### src/rtl/wb_regfile_if.sv
// Write-back / register-file bus: MEM/WB write-back inputs, decode-stage read ports
// and the debug status outputs, grouped so the pipeline stages connect through one port.
interface wb_regfile_if #(
  parameter int DATA_W = 32,
  parameter int CNT_W  = 32,
  parameter int IDX_W  = 5
);
  logic              MemtoReg;
  logic              RegWrite;
  logic [IDX_W-1:0]  wn;
  logic [DATA_W-1:0] rd_data;
  logic [DATA_W-1:0] Muxout;
  logic [IDX_W-1:0]  rn1;
  logic [IDX_W-1:0]  rn2;
  logic [DATA_W-1:0] rdata1;
  logic [DATA_W-1:0] rdata2;
  logic [DATA_W-1:0] wb_data;
  logic              wb_valid;
  logic [CNT_W-1:0]  wb_count;

  modport master (
    output MemtoReg, RegWrite, wn, rd_data, Muxout, rn1, rn2,
    input  rdata1, rdata2, wb_data, wb_valid, wb_count
  );

  modport slave (
    input  MemtoReg, RegWrite, wn, rd_data, Muxout, rn1, rn2,
    output rdata1, rdata2, wb_data, wb_valid, wb_count
  );
endinterface

### src/rtl/wb_regfile.sv
// Write-back stage plus GPR file: selects load/ALU data, commits it to a register file
// with r0 hard-wired to zero, and serves two bypassed combinational read ports.
module wb_regfile #(
  parameter int DATA_W = 32,
  parameter int NREG   = 32,
  parameter int CNT_W  = 32
) (
  input  logic          clk,
  input  logic          rst_n,
  wb_regfile_if.slave   bus
);

  logic [DATA_W-1:0] r_gpr [NREG];
  logic              r_wb_valid;
  logic [CNT_W-1:0]  r_wb_count;

  logic [DATA_W-1:0] w_wb_data;
  logic              w_commit;
  logic [DATA_W-1:0] w_rdata1;
  logic [DATA_W-1:0] w_rdata2;

  assign w_wb_data = bus.MemtoReg ? bus.rd_data : bus.Muxout;
  assign w_commit  = bus.RegWrite && (bus.wn != '0);

  // Bypass gives write-before-read: a reader of the register being written sees the new
  // value this cycle. Gating with w_commit also keeps wn/data don't-care when RegWrite=0.
  always_comb begin
    // NOTE: default assigned first so every path drives the output -- no latch inferred.
    w_rdata1 = r_gpr[bus.rn1];
    if (bus.rn1 == '0)
      w_rdata1 = '0;
    else if (w_commit && (bus.wn == bus.rn1))
      w_rdata1 = w_wb_data;
  end

  always_comb begin
    w_rdata2 = r_gpr[bus.rn2];
    if (bus.rn2 == '0)
      w_rdata2 = '0;
    else if (w_commit && (bus.wn == bus.rn2))
      w_rdata2 = w_wb_data;
  end

  always_ff @(posedge clk or negedge rst_n) begin
    if (!rst_n) begin
      // NOTE: the GPR array is built from flops and must read zero after reset, so it is
      // cleared here; a RAM-based file could not be reset this way.
      for (int i = 0; i < NREG; i++)
        r_gpr[i] <= '0;
      r_wb_valid <= 1'b0;
      r_wb_count <= '0;
    end else begin
      // NOTE: non-blocking assignments keep every register updating from pre-edge values.
      if (w_commit) begin
        r_gpr[bus.wn] <= w_wb_data;
        r_wb_count    <= r_wb_count + CNT_W'(1);
      end
      r_wb_valid <= w_commit;
    end
  end

  assign bus.wb_data  = w_wb_data;
  assign bus.rdata1   = w_rdata1;
  assign bus.rdata2   = w_rdata2;
  assign bus.wb_valid = r_wb_valid;
  assign bus.wb_count = r_wb_count;

endmodule

### src/flat_wrapper.sv
// flat-port wrapper written by rule: the top's interface ports become plain ports
module wb_regfile_flat 
#(
  parameter int DATA_W = 32,
  parameter int NREG   = 32,
  parameter int CNT_W  = 32
)
  (clk, rst_n, bus_MemtoReg, bus_RegWrite, bus_wn, bus_rd_data, bus_Muxout, bus_rn1, bus_rn2, bus_rdata1, bus_rdata2, bus_wb_data, bus_wb_valid, bus_wb_count);
  wb_regfile_if #(.DATA_W(DATA_W), .CNT_W(CNT_W), .IDX_W(5)) bus_i ();
  input  logic clk;
  input  logic rst_n;
  input wire logic [$bits(bus_i.MemtoReg)-1:0] bus_MemtoReg;
  input wire logic [$bits(bus_i.RegWrite)-1:0] bus_RegWrite;
  input wire logic [$bits(bus_i.wn)-1:0] bus_wn;
  input wire logic [$bits(bus_i.rd_data)-1:0] bus_rd_data;
  input wire logic [$bits(bus_i.Muxout)-1:0] bus_Muxout;
  input wire logic [$bits(bus_i.rn1)-1:0] bus_rn1;
  input wire logic [$bits(bus_i.rn2)-1:0] bus_rn2;
  output wire logic [$bits(bus_i.rdata1)-1:0] bus_rdata1;
  output wire logic [$bits(bus_i.rdata2)-1:0] bus_rdata2;
  output wire logic [$bits(bus_i.wb_data)-1:0] bus_wb_data;
  output wire logic [$bits(bus_i.wb_valid)-1:0] bus_wb_valid;
  output wire logic [$bits(bus_i.wb_count)-1:0] bus_wb_count;
  assign bus_i.MemtoReg = bus_MemtoReg;
  assign bus_i.RegWrite = bus_RegWrite;
  assign bus_i.wn = bus_wn;
  assign bus_i.rd_data = bus_rd_data;
  assign bus_i.Muxout = bus_Muxout;
  assign bus_i.rn1 = bus_rn1;
  assign bus_i.rn2 = bus_rn2;
  assign bus_rdata1 = bus_i.rdata1;
  assign bus_rdata2 = bus_i.rdata2;
  assign bus_wb_data = bus_i.wb_data;
  assign bus_wb_valid = bus_i.wb_valid;
  assign bus_wb_count = bus_i.wb_count;
  wb_regfile #(.DATA_W(DATA_W), .NREG(NREG), .CNT_W(CNT_W)) u_core (.clk(clk), .rst_n(rst_n), .bus(bus_i));
endmodule
### config.mk
export PLATFORM = sky130hd
export DESIGN_NAME = wb_regfile_flat
export DESIGN_NICKNAME = d
export VERILOG_FILES = /design/src/rtl/wb_regfile_if.sv /design/src/rtl/wb_regfile.sv /design/src/flat_wrapper.sv
export SDC_FILE = /design/constraint.sdc
export NUM_CORES = 2
export LEC_CHECK = 0
export CORE_UTILIZATION = 50
export CTS_CLUSTER_DIAMETER = 150
export DETAILED_ROUTE_END_ITERATION = 7
export GPL_ROUTABILITY_DRIVEN = 1
export GPL_TIMING_DRIVEN = 0
export PLACE_DENSITY_LB_ADDON = 0.15
export SYNTH_ARGS = -nofsm -noshare
export SYNTH_HDL_FRONTEND = slang
export SYNTH_SLANG_ARGS = --single-unit
### constraint.sdc
create_clock -name clk -period 13.94 [get_ports clk]
set_clock_uncertainty 0.1 [all_clocks]
set_input_delay 4.182 -clock clk [delete_from_list [all_inputs] [get_ports clk]]
set_output_delay 4.182 -clock clk [all_outputs]
set_load 0.03 [all_outputs]
* Word level (Yosys, flattened, before mapping)
Cells that the tools add are included.
** Storage, ports and cells
- Register bits :: 1057
- Bits in latches :: 0
- RAM bits :: 0
- Memory bits (read-only) :: 0
- Bits of input ports :: 83
- Output and inout bits :: 129
- Word-level logic and storage cells :: 65
- Memories kept :: 0
** Operators by class
- Add/sub/neg operators :: 1
- Multiply operators :: 0
- Divide/modulo/power cells :: 0
- Order comparisons :: 4
- Equal/unequal tests :: 2
- Shift-type cells :: 0
- Multiplexer cells :: 14
- Bitwise logic cells :: 3
- Reduce and logical (&&, ||, !) cells :: 7
** Operators with widths (number)
- $bwmux 1024 :: 1
- $bmux 32 s5 :: 2
- $mux 32 :: 10
- $demux 32 s5 :: 1
- $add 32x1->32 const B :: 1
- $ge 6x6->1 const B :: 3
- $not 5->6 :: 3
- $eq 5x5->1 :: 2
- $logic_not 5->1 :: 2
- $lt 6x1->1 const B :: 1
- $reduce_bool 5->1 :: 1
- $logic_and 1x1->1 :: 4

* Logic depth before layout (Yosys ltp)
- Depth after elaboration :: 6
- Gate-level depth with buffers :: 10
- Mapped depth without buffers :: 6

* Worst setup path before layout
OpenSTA, ideal clock, no wires.
- Kind :: in2out
- Start :: input port bus_wn[0]
- End :: output port bus_rdata2[1]
- Data arrival time :: 6.740 ns
- Required time :: 9.658 ns
- Path slack :: 2.918 ns
- Stages :: 8
- Path buffers :: 2
- Cells stage by stage :: or4_4 > o21ai_4 > inv_2 > and3_4 > buf_6 > or2_1 > buf_6 > o41ai_1
** On the way
- Word-level cells in the longest chain between the ends :: 5
- Elaborated cells between the ends (all ways) :: 6
- Those cells by class :: eq/ne (1); mux (2); reduce/logical (3)
** RTL lines
- start: declaration :: line flat_wrapper.sv:14 : input wire logic [$bits(bus_i.wn)-1:0] bus_wn;
- $reduce_bool 5->1 :: line wb_regfile.sv:23 : assign w_commit = bus.RegWrite && (bus.wn != '0);
- $logic_and 1x1->1 :: line wb_regfile.sv:23
- net u_core.w_commit :: line wb_regfile.sv:18 : logic w_commit;
- $logic_and 1x1->1 :: line wb_regfile.sv:40 : else if (w_commit && (bus.wn == bus.rn2))
- $mux 32 :: line wb_regfile.sv:40
- $mux 32 :: line wb_regfile.sv:38 : if (bus.rn2 == '0)
- end: declaration :: line flat_wrapper.sv:20 : output wire logic [$bits(bus_i.rdata2)-1:0] bus_rdata2;
The timed path passes the listed nets, and every way through them passes these cells.

* Worst setup path after layout
- Start :: input port bus_rn1[3]
- End :: output port bus_rdata1[22]
** On the way
- Word-level cells in the longest chain between the ends :: 6
- Elaborated cells between the ends (all ways) :: 9
- Those cells by class :: eq/ne (1); mux (5); bitwise (1); reduce/logical (2)
** RTL lines
- start: declaration :: line flat_wrapper.sv:17 : input wire logic [$bits(bus_i.rn1)-1:0] bus_rn1;
- $not 5->6 (implied by the code) :: line wb_regfile.sv:29 : w_rdata1 = r_gpr[bus.rn1];
- $bmux 32 s5 :: line wb_regfile.sv:29
- $mux 32 (implied by the code) (2 in a row) :: line wb_regfile.sv:29
- $mux 32 :: line wb_regfile.sv:32 : else if (w_commit && (bus.wn == bus.rn1))
- $mux 32 * :: line wb_regfile.sv:30 : if (bus.rn1 == '0)
- end: declaration :: line flat_wrapper.sv:19 : output wire logic [$bits(bus_i.rdata1)-1:0] bus_rdata1;
Mark *: on every way between the ends. The rest lies on a longest branch, timed or not. The select of a mux whose other input is x is not followed.

==> metrics.txt <==
run status=complete, but fails checks; violated checks=max-capacitance violations, max-slew violations, negative setup slack; crit path max-delay cell type=clkbuf_1; Sink Count=roughly 1,100; HP Start=u_core.bus.wb_count[31]; global placer's final weighted congestion=between 1 and 1.5; die height=between 300 and 400 µm; CP Launch Type=input port; Area contributors post-synth=dfrtp_1, mux4_2, a21oi_1; Post-Syn Area=~54,000 µm²; vias after detailed routing=about 49,000; # rows=between 100 and 150; Placement Cell Area=between 50,000 and 60,000 µm²; CP bufs+invs=5; Core ar.=108,000 µm²; setup tns final=-6.02 ns; CTS tree=done; area share of the largest cell type after synthesis=between 40% and 50%; post-CTS setup buffers=0; leakage=26.2 nW; RSZ-0062 raised after global routing=false; vias in the first global route=47,063; Async SR Flop Fraction=100%; slowest stage delay, CP=approximately 1.3 ns; Place WS=-0.818 ns; Avg Inst Size Synth=about 11 µm²; area grow syn2layout=15.1%; register clock-pin slew on the reported worst setup and hold paths=0.06 ns; number of flops mapped to enable cells by yosys=0; vias per inst=slightly above 7; Worst-Margin Slew=approximately 1.7 ns; Final ANT Viol Nets=0; Root Driver=clkbuf_16; # DRC=0; worst reg2reg startpoint=u_core.bus.wb_count[0]; worst min-delay path class=reg2reg; final std cells w/o fill=a little under 7,000; net count of the finished layout=5,405; Max Cap Viol=9; top cells by count, synth=dfrtp_1, a21oi_1, nor2_1; I/O pin total=212; pin count of the biggest net entering global routing=roughly 170; Port Buffer Count=~200; drt first pass iters=6; routed wire length=between 200,000 and 300,000 µm; Crit. path cell count=10; CP Cell Sequence=clkdlybuf4s50_1, clkbuf_2, and2_1, buf_1, clkbuf_1, a22oi_1, nand2_1, nor3_1, o32ai_1, clkdlybuf4s50_1; number of library cell types mapped by synthesis=65; crit path DAT=about 10 ns; PnR Total Power=between 10 and 15 mW; Layout Utilization=approximately three fifths; GRT Total Usage=51.3%; fmax=around 70 MHz; CP Max Fanout=10; DR iter-0 viols=about 9,000; PwrDens=around 160 nW/µm²; critical path class=in2out; Ys Warns=0; Slew headroom=-15.5%; final worst slack=-0.507 ns; CP required=slightly below 10 ns; final worst-path cycle share=104%; Net Count, Synth=~5,000; Hold Path Depth=1; placed instance count=6,605; Yosys top cell by area=dfrtp_1; worst skew pair latency=roughly 0.74 ns; layout cells sized above 1=15.3%; antenna violations before repair=11; CP top delay family=buffers and inverters; Top cell by count, worst path=clkdlybuf4s50_1; # setup viols final=29; die width=around 330 µm; finished layout cell area=62,600 µm²; Fillers=9,256; final hold violation count=0; wire per inst=41.6 µm; initial core utilization=50.6%; Period minus WS final=14.45 ns; WHS=about 0.37 ns; hpwl dp=between 200,000 and 250,000 µm; H-tree Lvls=3; start point of the critical path=bus_rn1[3]; #FFs+latches synth=roughly 1,100; Crit. End Element=output pin; Most used DFF post-synth=dfrtp_1; clock buffer depth=3; R2R cell count=6; Seq/Total Area, Yosys=roughly half; grt ovf=0; Num CTS Buffers=116; most common cell in the synthesized netlist=dfrtp_1; die area=110,000 µm²; VDD IR max=approximately 110 µV; Mapped Cells=4,985; Slew Limit Fails=90; global-route wire length before repair=between 300,000 and 400,000 µm
[metal layers]
| layer | share of wire (%) | global-route usage, % | up-vias |
|---|---|---|---|
| li1 | - | - | 18832 |
| met1 | 34 | 62.7 | 24994 |
| met2 | 39 | 67.6 | 4403 |
| met3 | 16 | 23.6 | 1228 |
| met4 | 11 | 45.2 | 12 |
| met5 | 0.076 | 0.999 | - |
[timing repair]
item / 4_1_cts / 5_1_grt
gates resized for setup: 11 / 12
setup endpoints to repair: 22 / 8
hold buffers: 0 / 0
endpoints found under the hold margin: 0 / 0
[cell families (layout without fill, tap and decap cells)]
| kind of cell | after synthesis | count (layout) | share of synthesized area, % |
|---|---|---|---|
| compound gates | 1376 | 1376 | 14.6 |
| flops | 1057 | 1057 | 48.6 |
| simple gates | 1264 | 1264 | 9.41 |
| other cells | 0 | 6 | 0 |
| buf+inv | 582 | 1016 | 4.29 |
| fa+ha+maj | 1 | 1 | 0.0230 |
| xor+xnor | 41 | 41 | 0.660 |
| mux | 664 | 664 | 22.5 |
[path summary, 6_finish.rpt]
kind	to	slack (ns)
setup / recovery	bus_rdata1[22]	-0.51
hold / removal	u_core.bus.wb_count[31]	0.37
setup reg to reg	u_core.bus.wb_count[16]	11.61
hold reg to reg	u_core.bus.wb_count[31]	0.37
max in group asynchronous	u_core.r_gpr[216]	8.42
min in group asynchronous	u_core.r_gpr[976]	3.22
[cells in the final DEF, fill, tap and decap left out, types with 33 or more instances in the layout]
cell type and n:
inv_1 42, clkdlybuf4s50_1 202, nand2_1 463, a211oi_1 37, a22oi_1 54, o21ai_0 405
clkbuf_2 34, a221oi_1 36, buf_2 68, clkbuf_1 421, nand3_1 33, clkbuf_16 118
mux4_2 444, a21oi_1 648, clkbuf_8 33, o22ai_1 41, a22o_1 38, nor2_1 640
mux2i_1 197, dfrtp_1 1057
[area by class of cell]
| type | count | area [µm²] | share of cell area [%] |
|---|---|---|---|
| Sequential cell | 1057 | 26500 | 42.2 |
| Multi-Input combinational cell | 3346 | 25800 | 41.1 |
| Clock buffer | 181 | 3520 | 5.62 |
| Timing Repair Buffer | 218 | 2380 | 3.80 |
| Buffer | 539 | 2240 | 3.57 |
| Tap cell | 1403 | 1760 | 2.80 |
| Clock inverter | 35 | 359 | 0.573 |
| Inverter | 43 | 161 | 0.258 |
| Antenna cell | 6 | 15.0 | 0.0240 |
[sequential cells by signal, summed over array words and instances, names as in the netlist]
register / count
u_core.r_gpr: 1024
u_core.bus.wb_count: 32
u_core.bus.wb_valid: 1
[worst register-to-register path: cells and delay by family, from the launching register on]
kind | cells | cell delay [ns]
and+or+nand+nor | 3 | 0.98
DFF | 1 | 0.40
AOI/OAI and AO/OA | 1 | 0.38
adders and majority gates | 1 | 0.22
xor gates and xnor gates | 1 | 0.17
[power breakdown]
part | internal, mW | switching [mW]
Sequential | 3.73 | 0.539
Clock | 1.84 | 1.38
Combinational | 1.11 | 1.48
Total | 6.67 | 3.40
Power figures use the tool's default switching activity.
